<file path="config.mk">
export PLATFORM = sky130hd
export DESIGN_NAME = instr_fetch_unit
export DESIGN_NICKNAME = d
export VERILOG_FILES = /design/src/rtl/fetch_pkg.sv /design/src/rtl/fetch_fifo.sv /design/src/rtl/instr_fetch_unit.sv
export SDC_FILE = /design/constraint.sdc
export NUM_CORES = 1
export LEC_CHECK = 0
export CAP_MARGIN = 10
export CORE_AREA = 2 2 123 125
export DETAILED_ROUTE_END_ITERATION = 8
export DIE_AREA = 0 0 125 127
export GPL_TIMING_DRIVEN = 0
export PLACE_DENSITY = 0.85
export SKIP_CTS_REPAIR_TIMING = 1
export SYNTH_ARGS = -nofsm -noshare
export SYNTH_HDL_FRONTEND = slang
export SYNTH_SLANG_ARGS = --single-unit
export TNS_END_PERCENT = 30
</file>
<file path="constraint.sdc">
create_clock -name clk -period 6.7 [get_ports clk]
set_input_delay 0.67 -clock clk [delete_from_list [all_inputs] [get_ports clk]]
set_output_delay 0.67 -clock clk [all_outputs]
set_load 0.005 [all_outputs]
</file>
<file path="src/rtl/fetch_pkg.sv">
// Shared types and constants for the instruction fetch unit: FSM encoding,
// fetch buffer entry layout and the address range helper.
package fetch_pkg;

  localparam int unsigned INSTR_W = 32;
  localparam int unsigned ADDR_W  = 32;
  localparam logic [ADDR_W-1:0] PC_STEP = 32'd4;

  typedef enum logic [1:0] {
    ST_RUN    = 2'd0,
    ST_HALTED = 2'd1,
    ST_FAULT  = 2'd2
  } fetch_state_e;

  typedef struct packed {
    logic [ADDR_W-1:0]  pc;
    logic [INSTR_W-1:0] instr;
  } fetch_entry_t;

  // Last byte of the word at pc lies beyond limit; 33-bit sum so a PC near
  // the top of the address space cannot wrap back into range.
  function automatic logic pc_out_of_range(input logic [ADDR_W-1:0] pc,
                                           input logic [ADDR_W-1:0] limit);
    logic [ADDR_W:0] w_last;
    w_last = {1'b0, pc} + {{(ADDR_W-1){1'b0}}, 2'd3};
    return w_last > {1'b0, limit};
  endfunction

endpackage

</file>
<file path="src/rtl/fetch_fifo.sv">
// Synchronous show-ahead FIFO of fetch entries; the head entry is always
// presented on dout straight from the storage registers.
import fetch_pkg::*;

module fetch_fifo #(
  parameter  int unsigned FIFO_DEPTH = 2,
  localparam int unsigned PTR_W      = $clog2(FIFO_DEPTH),
  localparam int unsigned CNT_W      = $clog2(FIFO_DEPTH + 1)
) (
  input  logic               clk,
  input  logic               rst_n,
  input  logic               flush,
  input  logic               push,
  input  fetch_entry_t       din,
  input  logic               pop,
  output fetch_entry_t       dout,
  output logic [CNT_W-1:0]   count
);

  fetch_entry_t     r_mem [FIFO_DEPTH];
  logic [PTR_W-1:0] r_rd_ptr;
  logic [PTR_W-1:0] r_wr_ptr;
  logic [CNT_W-1:0] r_count;

  logic w_pop;
  logic w_push;

  assign w_pop  = pop & (r_count != '0);
  // A full buffer still accepts a write when the head leaves in the same cycle.
  assign w_push = push & ((r_count < CNT_W'(FIFO_DEPTH)) | w_pop);

  always_ff @(posedge clk or negedge rst_n) begin
    if (!rst_n) begin
      for (int i = 0; i < int'(FIFO_DEPTH); i++) begin
        r_mem[i] <= '0;
      end
      r_rd_ptr <= '0;
      r_wr_ptr <= '0;
      r_count  <= '0;
    end else if (flush) begin
      r_rd_ptr <= '0;
      r_wr_ptr <= '0;
      r_count  <= '0;
    end else begin
      if (w_push) begin
        r_mem[r_wr_ptr] <= din;
        r_wr_ptr        <= r_wr_ptr + PTR_W'(1);
      end
      if (w_pop) begin
        r_rd_ptr <= r_rd_ptr + PTR_W'(1);
      end
      case ({w_push, w_pop})
        2'b10:   r_count <= r_count + CNT_W'(1);
        2'b01:   r_count <= r_count - CNT_W'(1);
        default: r_count <= r_count;
      endcase
    end
  end

  assign dout  = r_mem[r_rd_ptr];
  assign count = r_count;

endmodule

</file>
<file path="src/rtl/instr_fetch_unit.sv">
// Instruction fetch front end: owns the PC, reads the combinational instruction
// memory, buffers words and hands {pc, instr} to decode over valid/ready.
import fetch_pkg::*;

module instr_fetch_unit #(
  parameter logic [31:0] RESET_PC   = 32'h0000_0000,
  parameter int unsigned FIFO_DEPTH = 2,
  parameter logic [31:0] ADDR_LIMIT = 32'd1500
) (
  input  logic        clk,
  input  logic        rst_n,
  output logic [31:0] imem_addr,
  input  logic [31:0] imem_data,
  input  logic        halt,
  input  logic        redirect_valid,
  input  logic [31:0] redirect_pc,
  output logic        out_valid,
  output logic [31:0] out_instr,
  output logic [31:0] out_pc,
  input  logic        out_ready,
  output logic        fault
);

  localparam int unsigned CNT_W = $clog2(FIFO_DEPTH + 1);

  logic [31:0]  r_pc;
  fetch_state_e r_state;
  fetch_state_e w_state_nxt;

  logic             w_fetch_req;
  logic             w_range_err;
  logic             w_misaligned;
  logic             w_pop;
  logic             w_has_room;
  logic             w_push;
  logic [CNT_W-1:0] w_count;
  fetch_entry_t     w_din;
  fetch_entry_t     w_head;

  assign w_fetch_req  = (r_state == ST_RUN) & ~halt & ~redirect_valid;
  assign w_range_err  = pc_out_of_range(r_pc, ADDR_LIMIT);
  assign w_misaligned = (redirect_pc[1:0] != 2'b00);
  assign w_pop        = out_valid & out_ready;
  assign w_has_room   = (w_count < CNT_W'(FIFO_DEPTH)) | w_pop;
  assign w_push       = w_fetch_req & ~w_range_err & w_has_room;

  // Redirect outranks everything; an aligned one also clears a fault and
  // lands in HALTED when halt is held so fetching stays stopped.
  always_comb begin
    w_state_nxt = r_state;
    if (redirect_valid) begin
      if (w_misaligned) begin
        w_state_nxt = ST_FAULT;
      end else if (halt) begin
        w_state_nxt = ST_HALTED;
      end else begin
        w_state_nxt = ST_RUN;
      end
    end else begin
      case (r_state)
        ST_RUN: begin
          if (halt) begin
            w_state_nxt = ST_HALTED;
          end else if (w_range_err) begin
            w_state_nxt = ST_FAULT;
          end
        end
        ST_HALTED: begin
          if (!halt) begin
            w_state_nxt = ST_RUN;
          end
        end
        ST_FAULT: w_state_nxt = ST_FAULT;
        default:  w_state_nxt = ST_FAULT;
      endcase
    end
  end

  always_ff @(posedge clk or negedge rst_n) begin
    if (!rst_n) begin
      r_state <= ST_RUN;
      r_pc    <= RESET_PC;
    end else begin
      r_state <= w_state_nxt;
      if (redirect_valid) begin
        r_pc <= redirect_pc;
      end else if (w_push) begin
        r_pc <= r_pc + PC_STEP;
      end
    end
  end

  assign w_din.pc    = r_pc;
  assign w_din.instr = imem_data;

  fetch_fifo #(
    .FIFO_DEPTH (FIFO_DEPTH)
  ) u_fifo (
    .clk   (clk),
    .rst_n (rst_n),
    .flush (redirect_valid),
    .push  (w_push),
    .din   (w_din),
    .pop   (w_pop),
    .dout  (w_head),
    .count (w_count)
  );

  assign imem_addr = r_pc;
  assign out_valid = (w_count != '0);
  assign out_pc    = w_head.pc;
  assign out_instr = w_head.instr;
  assign fault     = (r_state == ST_FAULT);

endmodule

</file>
==> impl_metrics.toml, run 1 <==
[setup_path]
cp.arrival_ns = 4.75
cp-end-kind = "flip-flop"
path_class = "reg2reg"
cp_cell_sequence = "ha_1 -> clkbuf_1 -> o211ai_1 -> nor4_1 -> mux2i_1 -> nand4_1 -> nor3_1 -> nand3_1 -> clkbuf_1 -> mux2_2"
cp.required_ns = 7.01
worst-path-buf-inv = 2
crit_fanout = 10
cp.depth = 10
slowest_stage = "nor3_1"
cp-start-kind = "flip-flop"
reg2regPathDepth = 10
cp_common_cell = "clkbuf_1"
crit_path_max_incr_delay_ns = 0.69
critical-path-top-delay-family = "simple AND/OR/NAND/NOR gates"

[logic_synthesis]
synth-seq-area-share_pct = 52.51
synth_fp_nets = 704
syn_area_um2 = 7911
synth_flop_cell = "dfrtp_1"
synth.top_cell.area_share_pct = 52.51
synth_cell_types = 61
synth_edf_count = 0
async_reset_ff_share_pct = 100.0
syn_inst = 634
ys_warn_count = 0
syn_avg_cell_area_um2 = 12.48
synth_area_leaders = "dfrtp_1 (53%), mux2_2 (23%), and2_1 (3.2%)"
netlist.top_cell.by_area = "dfrtp_1"
ys_ff_latch = 166

[timing]
fin_hold_ws_ns = 0.3081
worst_slew_pin_slew_ns = 0.8430
fmax_ghz = 0.2250
slew_violations = 0
clock_skew_ns = 0.01367
setup_viol = 0
hold_viol = 0
slew_headroom_pct = 43.37
layout_min_cycle_time_ns = 4.445
rsz0062_at_grt = "no"
post-route-period-util_pct = 66.35
setup_ws_ns = 2.255
fin_setup_tns_ns = 0

[final_layout]
fill_cells = 993
fin_util_pct = 71.88
finalNonFillerCells = 1016
area_growth_pct = 31.04
design_area_um2 = 10370
antenna_cells = 0
finalNetCount = 889
drive_above_1_share_pct = 27.28

[die]
io_pins = 167
initial_core_util_pct = 54.85
die_w_um = 125
rows = 44
core_um2 = 14420
fp.dieH_um = 127
die_area_um2 = 15880

[placement]
dp_hpwl_mm = 13.62
numPortBuffers = 165
routabilityCongestion = 0.9722
place_area_um2 = 9822
dp.cells = 984
post-place-ws_ns = 2.431

[drt]
wl_mm = 19.37
drt_pass1_iterations = 5
drc = 0
vias_per_cell = 5.834
routedWlPerCell_um = 19.07
drt-initial-drc-count = 382
num_vias = 5927
ant_nets = 0

[clock_tree]
clk_path_buf_depth = 2
cts_htree_levels = 4
cts_buffers = 17
clock-root-buffer = "clkbuf_16"
clock_latency_ns = 0.43
cts_tree = "yes"
path_clk_slew_ns = 0.07
clock_sinks = 166

[power_and_ir_drop]
max-vdd-ir-drop_mv = 0.1711
p_total_mw = 2.185
p_per_area_nw_per_um2 = 210.7
p_leak_nw = 4.663

[hold_path]
min_path_type = "in2async"

[grt]
grt_pass1_wl_mm = 31.50
track_usage_pct = 24.82
antenna_found_initial = 0
grt_pass1_vias = 6228
grt_max_degree = 90
grt_overflow_total = 0

[run_status]
outcome = "finished clean"

[flow_run]
max_cap_violations = 0
==> final timing paths <==
check,from,end,slack [ns]
max reg2reg,imem_addr[2],u_fifo.r_mem[11],2.25
min reg2reg,u_fifo.r_mem[57],u_fifo.r_mem[57],0.48
min in group clk,u_fifo.r_mem[57],u_fifo.r_mem[57],0.48
max in group asynchronous,rst_n,u_fifo.r_mem[56],5.54
min,rst_n,u_fifo.r_mem[16],0.31
max,imem_addr[2],u_fifo.r_mem[11],2.25
==> where the power goes <==
group | total [mW] | internal [mW] | switching, mW | leakage (nW)
clock | 0.913 | 0.530 | 0.383 | 0.264
sequential | 1.06 | 1.02 | 0.0347 | 2.24
combinational | 0.215 | 0.112 | 0.103 | 2.16
total | 2.18 | 1.66 | 0.521 | 4.66
==> cells in the final DEF (no fill, tap or decap), drive strengths merged, types with 12 or more instances in the layout <==
master           n
nand2           23
nor3            14
dfrtp          166
clkbuf          56
clkdlybuf4s50  164
o21ai           16
mux2           173
buf             12
nor2            17
nand3           17
and2            40
==> registers in the layout, summed over array words and instances (netlist names) <==
register	count
u_fifo.r_wr_ptr	1
imem_addr	32
u_fifo.r_mem	128
u_fifo.r_rd_ptr	1
r_state	2
u_fifo.count	2
==> final cells by class <==
| type | instances | area (um2) | share of cell area (%) |
|---|---|---|---|
| Tap cell | 184 | 230.2 | 2.221 |
| Clock inverter | 8 | 73.82 | 0.7120 |
| Buffer | 42 | 186.4 | 1.798 |
| Sequential cell | 166 | 4154 | 40.07 |
| Inverter | 5 | 18.77 | 0.1810 |
| Clock buffer | 24 | 471.7 | 4.550 |
| Timing Repair Buffer | 166 | 1680 | 16.21 |
| Multi-Input combinational cell | 421 | 3552 | 34.26 |
==> cell usage after synthesis (2+ instances only) <==
| library cell | n |
|---|---|
| a211oi_1 | 2 |
| a21oi_1 | 5 |
| a311o_1 | 2 |
| a311oi_1 | 2 |
| a31oi_1 | 9 |
| and2_1 | 40 |
| and3_1 | 7 |
| buf_2 | 7 |
| buf_6 | 2 |
| clkbuf_1 | 31 |
| dfrtp_1 | 166 |
| inv_1 | 5 |
| mux2_2 | 163 |
| mux2_4 | 9 |
| mux2i_1 | 3 |
| nand2_1 | 23 |
| nand2b_1 | 4 |
| nand3_1 | 16 |
| nand3b_1 | 2 |
| nand4_1 | 9 |
| nor2_1 | 17 |
| nor2b_1 | 5 |
| nor3_1 | 13 |
| nor4_1 | 8 |
| o211ai_1 | 4 |
| o21ai_0 | 16 |
| o221a_2 | 2 |
| o31ai_1 | 8 |
| o41ai_1 | 3 |
| or2_2 | 5 |
| or3_1 | 5 |
| or4_1 | 5 |
| xnor2_1 | 5 |
| xor2_1 | 4 |
==> logic make-up after synthesis <==
logic type	share of synthesized area, %
multiplexers	25.43
AO/OA/AOI/OAI	6.073
XOR/XNOR	0.9963
AND/OR/NAND/NOR	12.24
flip-flops	52.51
buffers and inverters	2.594
adder cells (fa/ha/maj)	0.1581
==> metal layers <==
layer,wire [um],up-vias,share of wire (%),track usage [%]
li1,-,2697,-,-
met1,8226,2982,42,31.42
met2,9507,222,49,41.30
met3,1346,26,6.9,7.663
met4,294,0,1.5,7.778
met5,0,-,0,0
No activity file was read; power rests on OpenSTA's default activity.
==> inputs of run 2 (changes only) <==
--- a/config.mk
+++ b/config.mk
@@ -6,11 +6,11 @@
 export NUM_CORES = 1
 export LEC_CHECK = 0
 export CAP_MARGIN = 10
-export CORE_AREA = 2 2 123 125
+export CORE_AREA = 2 2 128 130
 export DETAILED_ROUTE_END_ITERATION = 8
-export DIE_AREA = 0 0 125 127
+export DIE_AREA = 0 0 130 132
 export GPL_TIMING_DRIVEN = 0
-export PLACE_DENSITY = 0.85
+export PLACE_DENSITY = 0.79
 export SKIP_CTS_REPAIR_TIMING = 1
 export SYNTH_ARGS = -nofsm -noshare
 export SYNTH_HDL_FRONTEND = slang
==> constraint.sdc (replaced) <==
create_clock -name clk -period 4.3 [get_ports clk]
set_input_delay 0.43 -clock clk [delete_from_list [all_inputs] [get_ports clk]]
set_output_delay 0.43 -clock clk [all_outputs]
set_load 0.005 [all_outputs]
==> run 2 against run 1 <==
Against the previous run:
- first-iteration DRC count up 22%
- hold slack worse by 0.30 ns
- routed wire length down 1.7%
- via count decreased by 1.6%
- sequential power rose by 55%
- cell count grew 3.1%
- die area increased by 8.1%
- maximum frequency rose by 8.8%
- flip-flop and latch count stayed put
- cell area rose by 0.89%
- global-route usage shrank 1.6 points
- non-clock buffer count did not move
==> impl_metrics.toml, run 2 (same netlist as run 1, synthesis figures left out) <==
[timing]
layout_min_cycle_time_ns = 4.086
fin_hold_ws_ns = 0.004330
hold_viol = 0
setup_viol = 0
setup_ws_ns = 0.2142
clock_skew_ns = 0.006426
slew_violations = 0
fmax_ghz = 0.2447
slew_headroom_pct = 49.16
worst_slew_pin_slew_ns = 0.7626
rsz0062_at_grt = "no"
post-route-period-util_pct = 95.02

[placement]
routabilityCongestion = 0.9526
numPortBuffers = 165
dp_hpwl_mm = 13.52
post-place-ws_ns = -0.1011

[grt]
antenna_found_initial = 0
grt_pass1_vias = 6006
grt_pass1_wl_mm = 31.05
grt_max_degree = 92
grt_overflow_total = 0
track_usage_pct = 23.17

[drt]
drc = 0
routedWlPerCell_um = 18.18
num_vias = 5831
wl_mm = 19.05
vias_per_cell = 5.564
drt-initial-drc-count = 465
drt_pass1_iterations = 6
ant_nets = 0

[power_and_ir_drop]
p_per_area_nw_per_um2 = 329.9
p_comb_share_pct = 9.7
p_int_mw = 2.587
switching_power_mw = 0.8637
pwr-share-clk_pct = 42.6
max-vdd-ir-drop_mv = 0.3010
p_leak_nw = 4.670
pwr-share-seq_pct = 47.6
switching_share_pct = 25.03

[final_layout]
final_common_cell = "dfrtp_1"
drive_above_1_share_pct = 28.25
largest_reg_flops = 128
top_register = "u_fifo.r_mem"
fill_cells = 1127
finalNetCount = 889
final_cell_mix = "dfrtp_1 (166), clkdlybuf4s50_1 (164), mux2_2 (163), and2_1 (40), clkbuf_1 (31)"
area_growth_pct = 32.22
antenna_cells = 0

[clock_tree]
cts_buffers = 17
clock-root-buffer = "clkbuf_16"
cts_htree_levels = 4
cts_tree = "yes"
clock_latency_ns = 0.43
clk_path_buf_depth = 2
clock_sinks = 166
path_clk_slew_ns = 0.06

[die]
io_pins = 167
initial_core_util_pct = 50.35
die_w_um = 130
fp.dieH_um = 132
die_area_um2 = 17160
rows = 46
core_um2 = 15710

[flow_run]
max_cap_violations = 0

[setup_path]
cp.required_ns = 4.61
path_class = "reg2reg"
crit_fanout = 10
cp-end-kind = "flip-flop"
cp.arrival_ns = 4.40
cp-start-kind = "flip-flop"

[run_status]
outcome = "finished clean"

[hold_path]
min_path_type = "in2async"
[run 2: cell count changes in the layout (fill, tap and decap cells not counted), sizes merged]
cell / delta
clkinvlp: +2
clkinv: +1
inv: +2
clkbuf: -5
[run 2: per-layer routing]
| metal | GRT usage [%] | routed length, um | vias to the layer above |
|---|---|---|---|
| met4 | 7.706 | 343 | 0 |
| met1 | 30.42 | 8488 | 2896 |
| li1 | - | - | 2683 |
| met5 | 0 | 0 | - |
| met2 | 37.67 | 9062 | 224 |
| met3 | 5.682 | 1154 | 28 |
[run 2: power groups by stage]
stage          sequential [mW]  combinational [mW]  clock, mW
4_1_cts                   1.64               0.335       1.49
3_5_place_dp              1.67               0.332          0
5_1_grt                   1.65               0.368       1.57
6_report                  1.64               0.336       1.47
2_1_floorplan             1.66               0.134          0
3_3_place_gp              1.67               0.321          0
[run 2: per-stage QoR]
step | cells | util, % | cell area (um2) | power, mW | TNS [ns]
3_3_place_gp | 1015 | 62.58 | 9833 | 1.991 | -571.64
6_report | 1048 | 66.57 | 10460 | 3.451 | 0
3_5_place_dp | 1016 | 62.76 | 9862 | 2.003 | -3.333
4_1_cts | 1048 | 66.38 | 10430 | 3.471 | -2.334
2_1_floorplan | 634 | - | 7911 | 1.794 | 0
5_1_grt | 1048 | 66.57 | 10460 | 3.584 | 0
[run 2: final timing paths]
path / startpoint / end / slack, ns / cells after the start
min in group clk: u_fifo.r_mem[53] / u_fifo.r_mem[53] / 0.48 / 1
min reg2reg: u_fifo.r_mem[53] / u_fifo.r_mem[53] / 0.48 / 1
max in group asynchronous: rst_n / imem_addr[22] / 3.43 / 2
min: rst_n / u_fifo.r_mem[10] / 0.004 / 1
max: imem_addr[2] / u_fifo.r_mem[86] / 0.21 / 12
max reg2reg: imem_addr[2] / u_fifo.r_mem[86] / 0.21 / 12
[run 2: final cells by class]
cell class / instances / area [um2] / area share, %
repair buffers: 166 / 1680 / 16.06
inverters: 5 / 18.77 / 0.1794
flip-flops and latches: 166 / 4154 / 39.71
clock inverters: 13 / 125.1 / 1.196
plain buffers: 42 / 187.7 / 1.794
clock buffers: 19 / 442.9 / 4.234
multi-input cells: 421 / 3581 / 34.23
well taps: 216 / 270.3 / 2.584
[run 2: worst max-delay path: stages (launching register included)]
cell and delay (ns):
dfrtp_1 0.48, ha_1 0.19, clkbuf_1 0.35, o211ai_1 0.32
nor3_1 0.27, xor2_1 0.10, a311o_1 0.31, nor4_2 0.39
or3b_1 0.38, buf_2 0.18, nor3_4 0.25, buf_2 0.37
mux2_2 0.38
==> inputs of run 3 (changes only) <==
--- a/config.mk
+++ b/config.mk
@@ -6,9 +6,9 @@
 export NUM_CORES = 1
 export LEC_CHECK = 0
 export CAP_MARGIN = 10
-export CORE_AREA = 2 2 128 130
+export CORE_AREA = 2 2 147 113
 export DETAILED_ROUTE_END_ITERATION = 8
-export DIE_AREA = 0 0 130 132
+export DIE_AREA = 0 0 149 115
 export GPL_TIMING_DRIVEN = 0
 export PLACE_DENSITY = 0.79
 export SKIP_CTS_REPAIR_TIMING = 1
==> run 3 against run 2 <==
Against the previous run:
- routed wire length up 2.6%
- combinational power about the same
- maximum frequency up 1.3%
- cell count is 0.57% lower
- critical path depth down 1
- setup slack better by 0.051 ns
- first-iteration DRC count down 0.86%
==> impl_metrics.toml, run 3 (same netlist as run 1, synthesis figures left out) <==
[final_layout]
final_common_cell = "dfrtp_1"
fill_cells = 1150
largest_reg_flops = 128
area_growth_pct = 32.28
finalNonFillerCells = 1042
seqCellArea_um2 = 4154
antenna_cells = 0
top_register = "u_fifo.r_mem"
fin_util_pct = 66.59
multiInputGateArea_um2 = 3562
design_area_um2 = 10470
final_cell_mix = "dfrtp_1 (166), clkdlybuf4s50_1 (164), mux2_2 (163), and2_1 (40), clkbuf_1 (30)"
drive_above_1_share_pct = 28.25
finalNetCount = 889

[die]
fp.dieH_um = 115
core_um2 = 15720
io_pins = 167
die_area_um2 = 17140
rows = 40
die_w_um = 149
initial_core_util_pct = 50.34

[clock_tree]
cts_htree_levels = 4
cts_tree = "yes"
path_clk_slew_ns = 0.07
cts_buffers = 17
clock-root-buffer = "clkbuf_16"
clock_latency_ns = 0.42
clock_sinks = 166
clk_path_buf_depth = 2

[drt]
wl_mm = 19.55
num_vias = 5872
vias_per_cell = 5.635
drt_pass1_iterations = 5
drc = 0
drt-initial-drc-count = 461
routedWlPerCell_um = 18.76
ant_nets = 0

[setup_path]
reg2regPathDepth = 11
rrSetupSlack_ns = 0.26
path_class = "reg2reg"
cp-end-kind = "flip-flop"
r2r-end = "u_fifo.r_mem[0]"
cp-start-kind = "flip-flop"
cp.arrival_ns = 4.33
crit_fanout = 10
worstReg2RegStart = "imem_addr[2]"
cp.required_ns = 4.60

[grt]
grt_max_degree = 91
grt_pass1_vias = 6039
grt_pass1_wl_mm = 31.44
track_usage_pct = 23.45
grt_overflow_total = 0
antenna_found_initial = 0

[timing]
slew_headroom_pct = 53.25
setup_viol = 0
hold_viol = 0
layout_min_cycle_time_ns = 4.035
fmax_ghz = 0.2478
rsz0062_at_grt = "no"
setup_ws_ns = 0.2650
slew_violations = 0
worst_slew_pin_slew_ns = 0.7013
clock_skew_ns = 0.008499
fin_setup_tns_ns = 0
post-route-period-util_pct = 93.84

[power_and_ir_drop]
p_per_area_nw_per_um2 = 335.4
p_leak_nw = 4.698
max-vdd-ir-drop_mv = 0.3183

[placement]
numPortBuffers = 165
routabilityCongestion = 0.8847
post-place-ws_ns = -0.08942
place_area_um2 = 9854
dp_hpwl_mm = 13.87
dp.cells = 1010

[flow_run]
max_cap_violations = 0

[hold_path]
min_path_type = "in2async"

[run_status]
outcome = "finished clean"
## run 3: cell types whose count changed in the layout (fill, tap and decap cells not counted)
cell,before,now
clkbuf_1,31,30
nor3_4,1,0
nor3_2,1,2
clkinvlp_4,4,1
nor3b_4,1,0
clkbuf_2,2,3
inv_6,2,3
nor4_2,2,1
nor3b_2,0,1
nor4_1,7,8
clkbuf_8,1,2
bufinv_16,1,2
## run 3: critical path: stages, from the launching register on
cell      delay [ns]
dfrtp_1         0.47
ha_1            0.18
clkbuf_1        0.31
o211ai_1        0.32
nor3_1          0.26
xor2_1          0.10
a311o_1         0.29
nor4_2          0.34
nor3b_2         0.51
nand3_2         0.36
clkbuf_1        0.40
mux2_2          0.38
## run 3: stage by stage
step | hold slack (ns) | power, mW
floorplan | 0.1344 | 1.794
global placement | 0.4628 | 1.995
detailed placement | 0.4668 | 2.006
CTS | 0.04666 | 3.541
global route | 0.07816 | 3.650
finish | 0.03285 | 3.510
## run 3: metal layers
layer / track usage (%) / up-vias / routed length (um)
met1: 33.15 / 2939 / 9013
met2: 36.53 / 231 / 8935
met4: 6.032 / 0 / 230
li1: - / 2682 / -
met5: 0 / - / 0
met3: 6.032 / 20 / 1370
## run 3: how the worst max path moves through the flow
| stage | from | to | slack, ns |
|---|---|---|---|
| global placement | rst_n | imem_addr[28] | -3.46 |
| floorplan | imem_addr[2] | u_fifo.r_mem[100] | 0.97 |
| detailed placement | imem_addr[5] | u_fifo.r_mem[25] | -0.09 |
| CTS | imem_addr[5] | u_fifo.r_mem[25] | -0.12 |
| global route | imem_addr[2] | u_fifo.r_mem[68] | 0.05 |
| finish | imem_addr[2] | u_fifo.r_mem[0] | 0.26 |
## run 3: where the power goes
part           switching [mW]  internal, mW
clock network           0.629         0.897
registers              0.0540          1.59
logic                   0.163         0.175
total                   0.845          2.66
## run 3: area by class of cell
type                    instances  area share, %
well taps                     210          2.511
inverters                       5         0.1793
repair buffers                166          16.06
multi-input cells             421          34.04
clock buffers                  20          4.364
plain buffers                  42          1.805
flip-flops and latches        166          39.69
clock inverters                12          1.351
